<file path="src/rtl/johnson_pkg.sv">
// johnson_pkg: shared sizing helpers, direction encodings and phase-to-state mapping
package johnson_pkg;
  localparam logic DIR_UP = 1'b1;
  localparam logic DIR_DN = 1'b0;
  function automatic int jc_n(int width);
    return 2 * width;
  endfunction
  function automatic int jc_pw(int width);
    return $clog2(2 * width);
  endfunction
  // Out-of-range phases map to the all-zero state
  function automatic logic [63:0] johnson_state(int k, int width);
    return (k < 0 || k >= 2 * width) ? '0 :
           (k <= width) ? ((64'd1 << k) - 64'd1) << (width - k) :
           (64'd1 << (2 * width - k)) - 64'd1;
  endfunction
endpackage

</file>
<file path="src/rtl/johnson_counter_param_if.sv">
// johnson_counter_param_if: control and status bundle of the Johnson counter
interface johnson_counter_param_if import johnson_pkg::*; #(
  parameter int WIDTH = 4,
  localparam int N = jc_n(WIDTH),
  localparam int PW = jc_pw(WIDTH)
);
  logic en;
  logic up_dn;
  logic load;
  logic [PW-1:0] load_phase;
  logic [WIDTH-1:0] q;
  logic [PW-1:0] phase;
  logic [N-1:0] dec;
  logic wrap;
  logic fault;
  modport master(output en, up_dn, load, load_phase, input q, phase, dec, wrap, fault);
  modport slave(input en, up_dn, load, load_phase, output q, phase, dec, wrap, fault);
endinterface

</file>
<file path="src/rtl/johnson_decode.sv">
// johnson_decode: two-input Johnson phase decode, qualified so illegal codes decode to nothing
module johnson_decode import johnson_pkg::*; #(
  parameter int WIDTH = 4,
  localparam int N = jc_n(WIDTH),
  localparam int PW = jc_pw(WIDTH)
) (
  input  logic [WIDTH-1:0] q,
  output logic [PW-1:0]    phase,
  output logic [N-1:0]     dec,
  output logic             legal
);
  logic [N-1:0] raw;
  logic [WIDTH-2:0] d;
  logic ok;
  for (genvar k = 0; k < N; k++) begin : g_raw
    if (k == 0) begin : g_zero
      assign raw[k] = ~q[WIDTH-1] & ~q[0];
    end else if (k < WIDTH) begin : g_fill
      assign raw[k] = q[WIDTH-k] & ~q[WIDTH-k-1];
    end else if (k == WIDTH) begin : g_full
      assign raw[k] = q[WIDTH-1] & q[0];
    end else begin : g_drain
      assign raw[k] = ~q[N-k] & q[N-k-1];
    end
  end
  // Legal Johnson codes have at most one adjacent-bit transition
  assign d = q[WIDTH-2:0] ^ q[WIDTH-1:1];
  assign ok = (d & (d - (WIDTH-1)'(1))) == '0;
  assign dec = raw & {N{ok}};
  assign legal = |dec;
  always_comb begin
    phase = '0;
    for (int k = 0; k < N; k++) phase = dec[k] ? PW'(k) : phase;
  end
endmodule

</file>
<file path="src/rtl/johnson_counter_param.sv">
// johnson_counter_param: bidirectional twisted-ring counter with load, self-correction and decode
module johnson_counter_param import johnson_pkg::*; #(
  parameter int WIDTH = 4,
  localparam int N = jc_n(WIDTH),
  localparam int PW = jc_pw(WIDTH)
) (
  input logic clk,
  input logic rst_n,
  johnson_counter_param_if.slave bus
);
  logic [WIDTH-1:0] state, nxt;
  logic legal, wrap_r, fault_r, wrap_nx;
  johnson_decode #(.WIDTH(WIDTH)) u_dec (
    .q(state),
    .phase(bus.phase),
    .dec(bus.dec),
    .legal(legal)
  );
  always_comb begin
    nxt = bus.load ? WIDTH'(johnson_state(int'(bus.load_phase), WIDTH)) :
          !legal ? '0 :
          !bus.en ? state :
          bus.up_dn == DIR_UP ? {~state[0], state[WIDTH-1:1]} : {state[WIDTH-2:0], ~state[WIDTH-1]};
    wrap_nx = !bus.load && legal && bus.en &&
              (bus.up_dn == DIR_DN ? bus.phase == '0 : bus.phase == PW'(N - 1));
  end
  always_ff @(posedge clk or negedge rst_n) begin
    if (!rst_n) begin
      state <= '0;
      wrap_r <= 1'b0;
      fault_r <= 1'b0;
    end else begin
      state <= nxt;
      wrap_r <= wrap_nx;
      fault_r <= !bus.load && !legal;
    end
  end
  assign bus.q = state;
  assign bus.wrap = wrap_r;
  assign bus.fault = fault_r;
endmodule

</file>
<file path="src/flat_wrapper.sv">
// flat-port wrapper written by rule: the top's interface ports become plain ports
module johnson_counter_param_flat import johnson_pkg::*;
#(
  parameter int WIDTH = 4,
  localparam int N = jc_n(WIDTH),
  localparam int PW = jc_pw(WIDTH)
)
  (clk, rst_n, bus_en, bus_up_dn, bus_load, bus_load_phase, bus_q, bus_phase, bus_dec, bus_wrap, bus_fault);
  johnson_counter_param_if #(.WIDTH(WIDTH)) bus_i ();
  input logic clk;
  input logic rst_n;
  input wire logic [$bits(bus_i.en)-1:0] bus_en;
  input wire logic [$bits(bus_i.up_dn)-1:0] bus_up_dn;
  input wire logic [$bits(bus_i.load)-1:0] bus_load;
  input wire logic [$bits(bus_i.load_phase)-1:0] bus_load_phase;
  output wire logic [$bits(bus_i.q)-1:0] bus_q;
  output wire logic [$bits(bus_i.phase)-1:0] bus_phase;
  output wire logic [$bits(bus_i.dec)-1:0] bus_dec;
  output wire logic [$bits(bus_i.wrap)-1:0] bus_wrap;
  output wire logic [$bits(bus_i.fault)-1:0] bus_fault;
  assign bus_i.en = bus_en;
  assign bus_i.up_dn = bus_up_dn;
  assign bus_i.load = bus_load;
  assign bus_i.load_phase = bus_load_phase;
  assign bus_q = bus_i.q;
  assign bus_phase = bus_i.phase;
  assign bus_dec = bus_i.dec;
  assign bus_wrap = bus_i.wrap;
  assign bus_fault = bus_i.fault;
  johnson_counter_param #(.WIDTH(WIDTH)) u_core (.clk(clk), .rst_n(rst_n), .bus(bus_i));
endmodule
</file>
<file path="config.mk">
export PLATFORM = sky130hd
export DESIGN_NAME = johnson_counter_param_flat
export DESIGN_NICKNAME = d
export VERILOG_FILES = /design/src/rtl/johnson_pkg.sv /design/src/rtl/johnson_counter_param_if.sv /design/src/rtl/johnson_decode.sv /design/src/rtl/johnson_counter_param.sv /design/src/flat_wrapper.sv
export SDC_FILE = /design/constraint.sdc
export NUM_CORES = 1
export LEC_CHECK = 0
export ABC_CLOCK_PERIOD_IN_PS = 2350
export BUFFER_PORTS_ARGS = -buffer_cell sky130_fd_sc_hd__buf_2
export CAP_MARGIN = 20
export CORE_MARGIN = 2
export CORE_UTILIZATION = 31
export CTS_CLUSTER_SIZE = 40
export DETAILED_ROUTE_END_ITERATION = 8
export GPL_TIMING_DRIVEN = 1
export PLACE_DENSITY = 0.61
export SLEW_MARGIN = 0
export SYNTH_ARGS = -nofsm -noshare
export SYNTH_HDL_FRONTEND = slang
export SYNTH_SLANG_ARGS = --single-unit
</file>
<file path="constraint.sdc">
create_clock -name clk -period 2.35 [get_ports clk]
set_clock_uncertainty 0.05 [all_clocks]
set_input_delay 0.235 -clock clk [delete_from_list [all_inputs] [get_ports clk]]
set_output_delay 0.235 -clock clk [all_outputs]
set_load 0.05 [all_outputs]
</file>
==> flow_summary.html <==
<table>
<tr><th>Metric</th><th>Value</th></tr>
<tr><th colspan="2">Clock tree</th></tr>
<tr><td>Total clock buffers created by CTS</td><td>3</td></tr>
<tr><td>TritonCTS sink count</td><td>6</td></tr>
<tr><td>Max Root-Sink Buffers</td><td>2</td></tr>
<tr><td>Clock input transition at the sequential cells of the worst setup and hold paths</td><td>~0.040 ns</td></tr>
<tr><td>Post-cts sizing count</td><td>0</td></tr>
<tr><td>Clock latency reported for the late side of the worst-skew pair</td><td>about 0.24 ns</td></tr>
<tr><td>H-tree depth</td><td>1</td></tr>
<tr><td>TritonCTS clock tree</td><td>done</td></tr>
<tr><td>Number of buffers added for setup after CTS</td><td>0</td></tr>
<tr><td>Clock root buffer</td><td>sky130_fd_sc_hd__clkbuf_4</td></tr>
<tr><th colspan="2">Die</th></tr>
<tr><td>Placeable core region</td><td>around 3000 um2</td></tr>
<tr><td>Height of the die</td><td>59.82 um</td></tr>
<tr><td>Starting density of the core</td><td>32.17%</td></tr>
<tr><td>Row count</td><td>20</td></tr>
<tr><td>Floorplan die area</td><td>3578 um2</td></tr>
<tr><td>I/O Pins</td><td>25</td></tr>
<tr><td>Horizontal die dimension</td><td>around 60 um</td></tr>
<tr><th colspan="2">Drt</th></tr>
<tr><td>Number of routed nets with antenna violations</td><td>0</td></tr>
<tr><td>Drt pass-1 iters</td><td>4</td></tr>
<tr><td># DRC</td><td>0</td></tr>
<tr><td>DR iter-0 viols</td><td>53</td></tr>
<tr><td>Final wirelength</td><td>2308 um</td></tr>
<tr><td>Routed vias/inst</td><td>5.358</td></tr>
<tr><td>Routed wirelength normalized by instance count</td><td>12.89 um</td></tr>
<tr><td>Routed via count</td><td>approximately 960</td></tr>
<tr><th colspan="2">GRT</th></tr>
<tr><td>Busiest grt layer</td><td>met2</td></tr>
<tr><td>Global-route met1 utilization</td><td>around 15%</td></tr>
<tr><td>Largest net degree at the start of global routing</td><td>11</td></tr>
<tr><td>Residual overflow from global routing</td><td>0</td></tr>
<tr><td>Global-route wire length before repair</td><td>approximately 3800 um</td></tr>
<tr><td>GR Layer Usage met2</td><td>27.33%</td></tr>
<tr><td>Vias in the first global route</td><td>~880</td></tr>
<tr><td>Global Route met3 Usage</td><td>1.948%</td></tr>
<tr><td>Total track usage</td><td>between 10% and 20%</td></tr>
<tr><td>Antenna violations before repair</td><td>0</td></tr>
<tr><th colspan="2">Worst hold path</th></tr>
<tr><td>Path category of the worst min-delay check</td><td>in -&gt; reg</td></tr>
<tr><td>Worst hold start</td><td>bus_load</td></tr>
<tr><th colspan="2">Flow run</th></tr>
<tr><td>Count of maximum capacitance violations</td><td>0</td></tr>
<tr><th colspan="2">Worst setup path</th></tr>
<tr><td>Reg2reg setup slack</td><td>0.34 ns</td></tr>
<tr><td>Data required time at the worst endpoint</td><td>~2.1 ns</td></tr>
<tr><td>Worst Path Max Fanout</td><td>10</td></tr>
<tr><td>Cells along the critical path</td><td>inv_1, ha_1, a21o_1, o21a_1, o21a_1, buf_2</td></tr>
<tr><td>Slowest CP cell</td><td>sky130_fd_sc_hd__dfrtp_1</td></tr>
<tr><td>Type of the worst setup path</td><td>reg -&gt; out</td></tr>
<tr><td>Delay contributed by the slowest stage of the critical path</td><td>approximately 0.47 ns</td></tr>
<tr><td>Startpoint of the worst-slack reg-to-reg timing path</td><td>u_core.bus.q[1]</td></tr>
<tr><td>Worst path arrival time</td><td>roughly 2.0 ns</td></tr>
<tr><td>Startpoint types</td><td>flip-flop</td></tr>
<tr><td>Worst path bufs/invs</td><td>2</td></tr>
<tr><td>Endpoint kind of the worst setup timing path</td><td>primary output</td></tr>
<tr><td>Setup crit start</td><td>u_core.bus.q[1]</td></tr>
<tr><td>Kind of cell adding the most delay to the critical path</td><td>compound AO/OA/AOI/OAI gates</td></tr>
<tr><td>Crit-path most repeated cell</td><td>sky130_fd_sc_hd__o21a_1</td></tr>
<tr><th colspan="2">Place</th></tr>
<tr><td>Post-DP Area</td><td>roughly 1100 um2</td></tr>
<tr><td>Final GP Congestion</td><td>roughly 0.85</td></tr>
<tr><td>Count of buffers inserted at the top-level ports</td><td>24</td></tr>
<tr><td>Number of placed instances with taps included</td><td>roughly 180</td></tr>
<tr><td>DPL Wire Length</td><td>around 1900 um</td></tr>
<tr><th colspan="2">Yosys</th></tr>
<tr><td>Count of unique library cells instantiated by Yosys</td><td>39</td></tr>
<tr><td>Syn nets</td><td>roughly 140</td></tr>
<tr><td>Avg Cell Area, Syn</td><td>8.049 um2</td></tr>
<tr><td>Cell area after technology mapping</td><td>a little under 1000 um2</td></tr>
<tr><td>Sequential area share after synthesis</td><td>between 10% and 20%</td></tr>
<tr><td>Flip-flop and latch count after synthesis</td><td>6</td></tr>
<tr><td>Yosys warning count</td><td>0</td></tr>
<tr><td>Post-Syn Instances</td><td>120</td></tr>
<tr><th colspan="2">Finish</th></tr>
<tr><td>Finished layout cell area</td><td>between 1000 and 1500 um2</td></tr>
<tr><td>Number of non-filler instances in the completed layout</td><td>between 150 and 200</td></tr>
<tr><td>Most common cell after layout, fill and taps aside</td><td>sky130_fd_sc_hd__buf_2</td></tr>
<tr><td>Area grow syn2layout</td><td>18.26%</td></tr>
<tr><td>Share of post-route cells with drive strength above 1</td><td>between 20% and 30%</td></tr>
<tr><td>Final layout net count</td><td>170</td></tr>
<tr><td>Most frequent cells in the layout</td><td>sky130_fd_sc_hd__buf_2 (24), sky130_fd_sc_hd__ha_1 (14), sky130_fd_sc_hd__nor2_1 (13)</td></tr>
<tr><td>Total inserted antenna cells</td><td>0</td></tr>
<tr><th colspan="2">Timing</th></tr>
<tr><td>Final worst-path cycle share</td><td>a little over nine tenths</td></tr>
<tr><td>Unrepaired setup endpoints after global routing</td><td>yes</td></tr>
<tr><td>Worst-case headroom to the max-slew limit</td><td>between 50% and 60%</td></tr>
<tr><td>Number of max-slew violations in the final report</td><td>0</td></tr>
<tr><td>Timing-limited maximum frequency</td><td>approximately 430 MHz</td></tr>
<tr><td>Hold Vio Cnt, Final</td><td>0</td></tr>
<tr><td>Worst Tran Pin Value</td><td>around 0.63 ns</td></tr>
<tr><td>Number of setup violations in the final report</td><td>0</td></tr>
<tr><td>Final critical-path required period</td><td>~2.3 ns</td></tr>
<tr><th colspan="2">Run status</th></tr>
<tr><td>Status</td><td>complete, no violations</td></tr>
</table>
state kept, by name, indices dropped and copies added, names as in the netlist:
| name | cells |
|---|---|
| u_core.bus.fault | 1 |
| u_core.bus.q | 4 |
| u_core.bus.wrap | 1 |
cell type report:
class | count | area, um2
timing repair buffer | 28 | 152.6
clock buffer | 3 | 22.52
sequential | 6 | 150.1
tap | 33 | 41.29
fill | 330 | 1861
multi-input combinational | 97 | 730.7
inverter | 12 | 45.04
cells in the mapped netlist:
master,count,area (um2)
sky130_fd_sc_hd__a221oi_1,1,8.760
sky130_fd_sc_hd__or4b_1,2,20.02
sky130_fd_sc_hd__or3_1,2,12.51
sky130_fd_sc_hd__o21ai_0,6,30.03
sky130_fd_sc_hd__a311o_1,1,10.01
sky130_fd_sc_hd__buf_6,2,22.52
sky130_fd_sc_hd__mux2i_1,1,10.01
sky130_fd_sc_hd__a21oi_2,1,8.760
sky130_fd_sc_hd__a22o_1,1,8.760
sky130_fd_sc_hd__nor2_4,1,11.26
sky130_fd_sc_hd__nor3_1,2,10.01
sky130_fd_sc_hd__dfrtp_1,6,150.1
sky130_fd_sc_hd__nand3_2,1,10.01
sky130_fd_sc_hd__inv_1,12,45.04
sky130_fd_sc_hd__nand2_1,9,33.78
sky130_fd_sc_hd__o211ai_2,3,37.54
sky130_fd_sc_hd__a21o_1,2,15.01
sky130_fd_sc_hd__clkbuf_1,1,3.750
sky130_fd_sc_hd__clkbuf_2,1,5.000
sky130_fd_sc_hd__nand3_1,1,5.000
sky130_fd_sc_hd__a21oi_1,8,40.04
sky130_fd_sc_hd__o21ai_1,1,5.000
sky130_fd_sc_hd__nand4_1,2,12.51
sky130_fd_sc_hd__nor3b_1,2,15.01
sky130_fd_sc_hd__o211a_1,1,10.01
sky130_fd_sc_hd__o21a_1,2,15.01
sky130_fd_sc_hd__a211o_1,2,17.52
sky130_fd_sc_hd__o221ai_1,1,8.760
sky130_fd_sc_hd__nor2_1,13,48.80
sky130_fd_sc_hd__o2bb2ai_1,1,8.760
sky130_fd_sc_hd__clkbuf_8,1,13.76
sky130_fd_sc_hd__nand2b_1,1,6.260
sky130_fd_sc_hd__ha_1,14,175.2
sky130_fd_sc_hd__and2_1,5,31.28
sky130_fd_sc_hd__o21bai_1,2,15.01
sky130_fd_sc_hd__o311a_4,1,21.27
sky130_fd_sc_hd__xnor2_1,3,26.28
sky130_fd_sc_hd__o221ai_2,1,15.01
sky130_fd_sc_hd__o211ai_1,3,22.52
cells by family after synthesis:
family | share of synthesized area, %
AO/OA/AOI/OAI | 30.83
flip-flops | 15.54
multiplexers | 1.036
AND/OR/NAND/NOR | 22.41
adder cells (fa/ha/maj) | 18.13
XOR/XNOR | 2.721
buffers and inverters | 9.325
metal layers:
layer	part of all wire [%]	wire, um	up-vias
met5	0	0	-
met4	0	0	0
met3	3.2	74	0
met2	54	1236	24
met1	43	998	453
li1	-	-	482
metrics by stage:
stage          setup WS, ns  TNS [ns]  hold slack [ns]  util (%)
2_1_floorplan       -0.2511   -0.8710          -0.1106         -
3_3_place_gp         0.2069         0          0.01205     36.96
3_5_place_dp        0.08972         0          0.01475     36.96
4_1_cts             0.03009         0           0.1995     38.04
5_1_grt            -0.08952   -0.7716           0.2063     38.04
6_report            0.02500         0           0.2011     38.04
what timing repair did:
action,CTS,global route
endpoints found under the hold margin,6,0
hold buffers,1,0
endpoints found under the setup margin,0,11
worst register-to-register path, stage by stage, from the launching register on:
cell and delay [ns]:
sky130_fd_sc_hd__dfrtp_1 0.47, sky130_fd_sc_hd__inv_1 0.12, sky130_fd_sc_hd__ha_1 0.33, sky130_fd_sc_hd__a21o_1 0.13, sky130_fd_sc_hd__o21a_1 0.32, sky130_fd_sc_hd__o311a_4 0.29
sky130_fd_sc_hd__o211ai_1 0.10, sky130_fd_sc_hd__nand4_1 0.13
worst paths after layout:
| kind | depth (start not counted) | endpoint |
|---|---|---|
| setup / recovery | 6 | bus_phase[0] |
| min in group asynchronous | 2 | u_core.bus.wrap |
| hold / removal | 2 | u_core.bus.fault |
| max in group asynchronous | 2 | u_core.bus.q[2] |
| hold reg to reg | 2 | u_core.bus.q[1] |
| setup reg to reg | 7 | u_core.bus.q[3] |
Power is not shown: default switching activity piles up to over one toggle a cycle in this logic, so the estimate is an artifact.
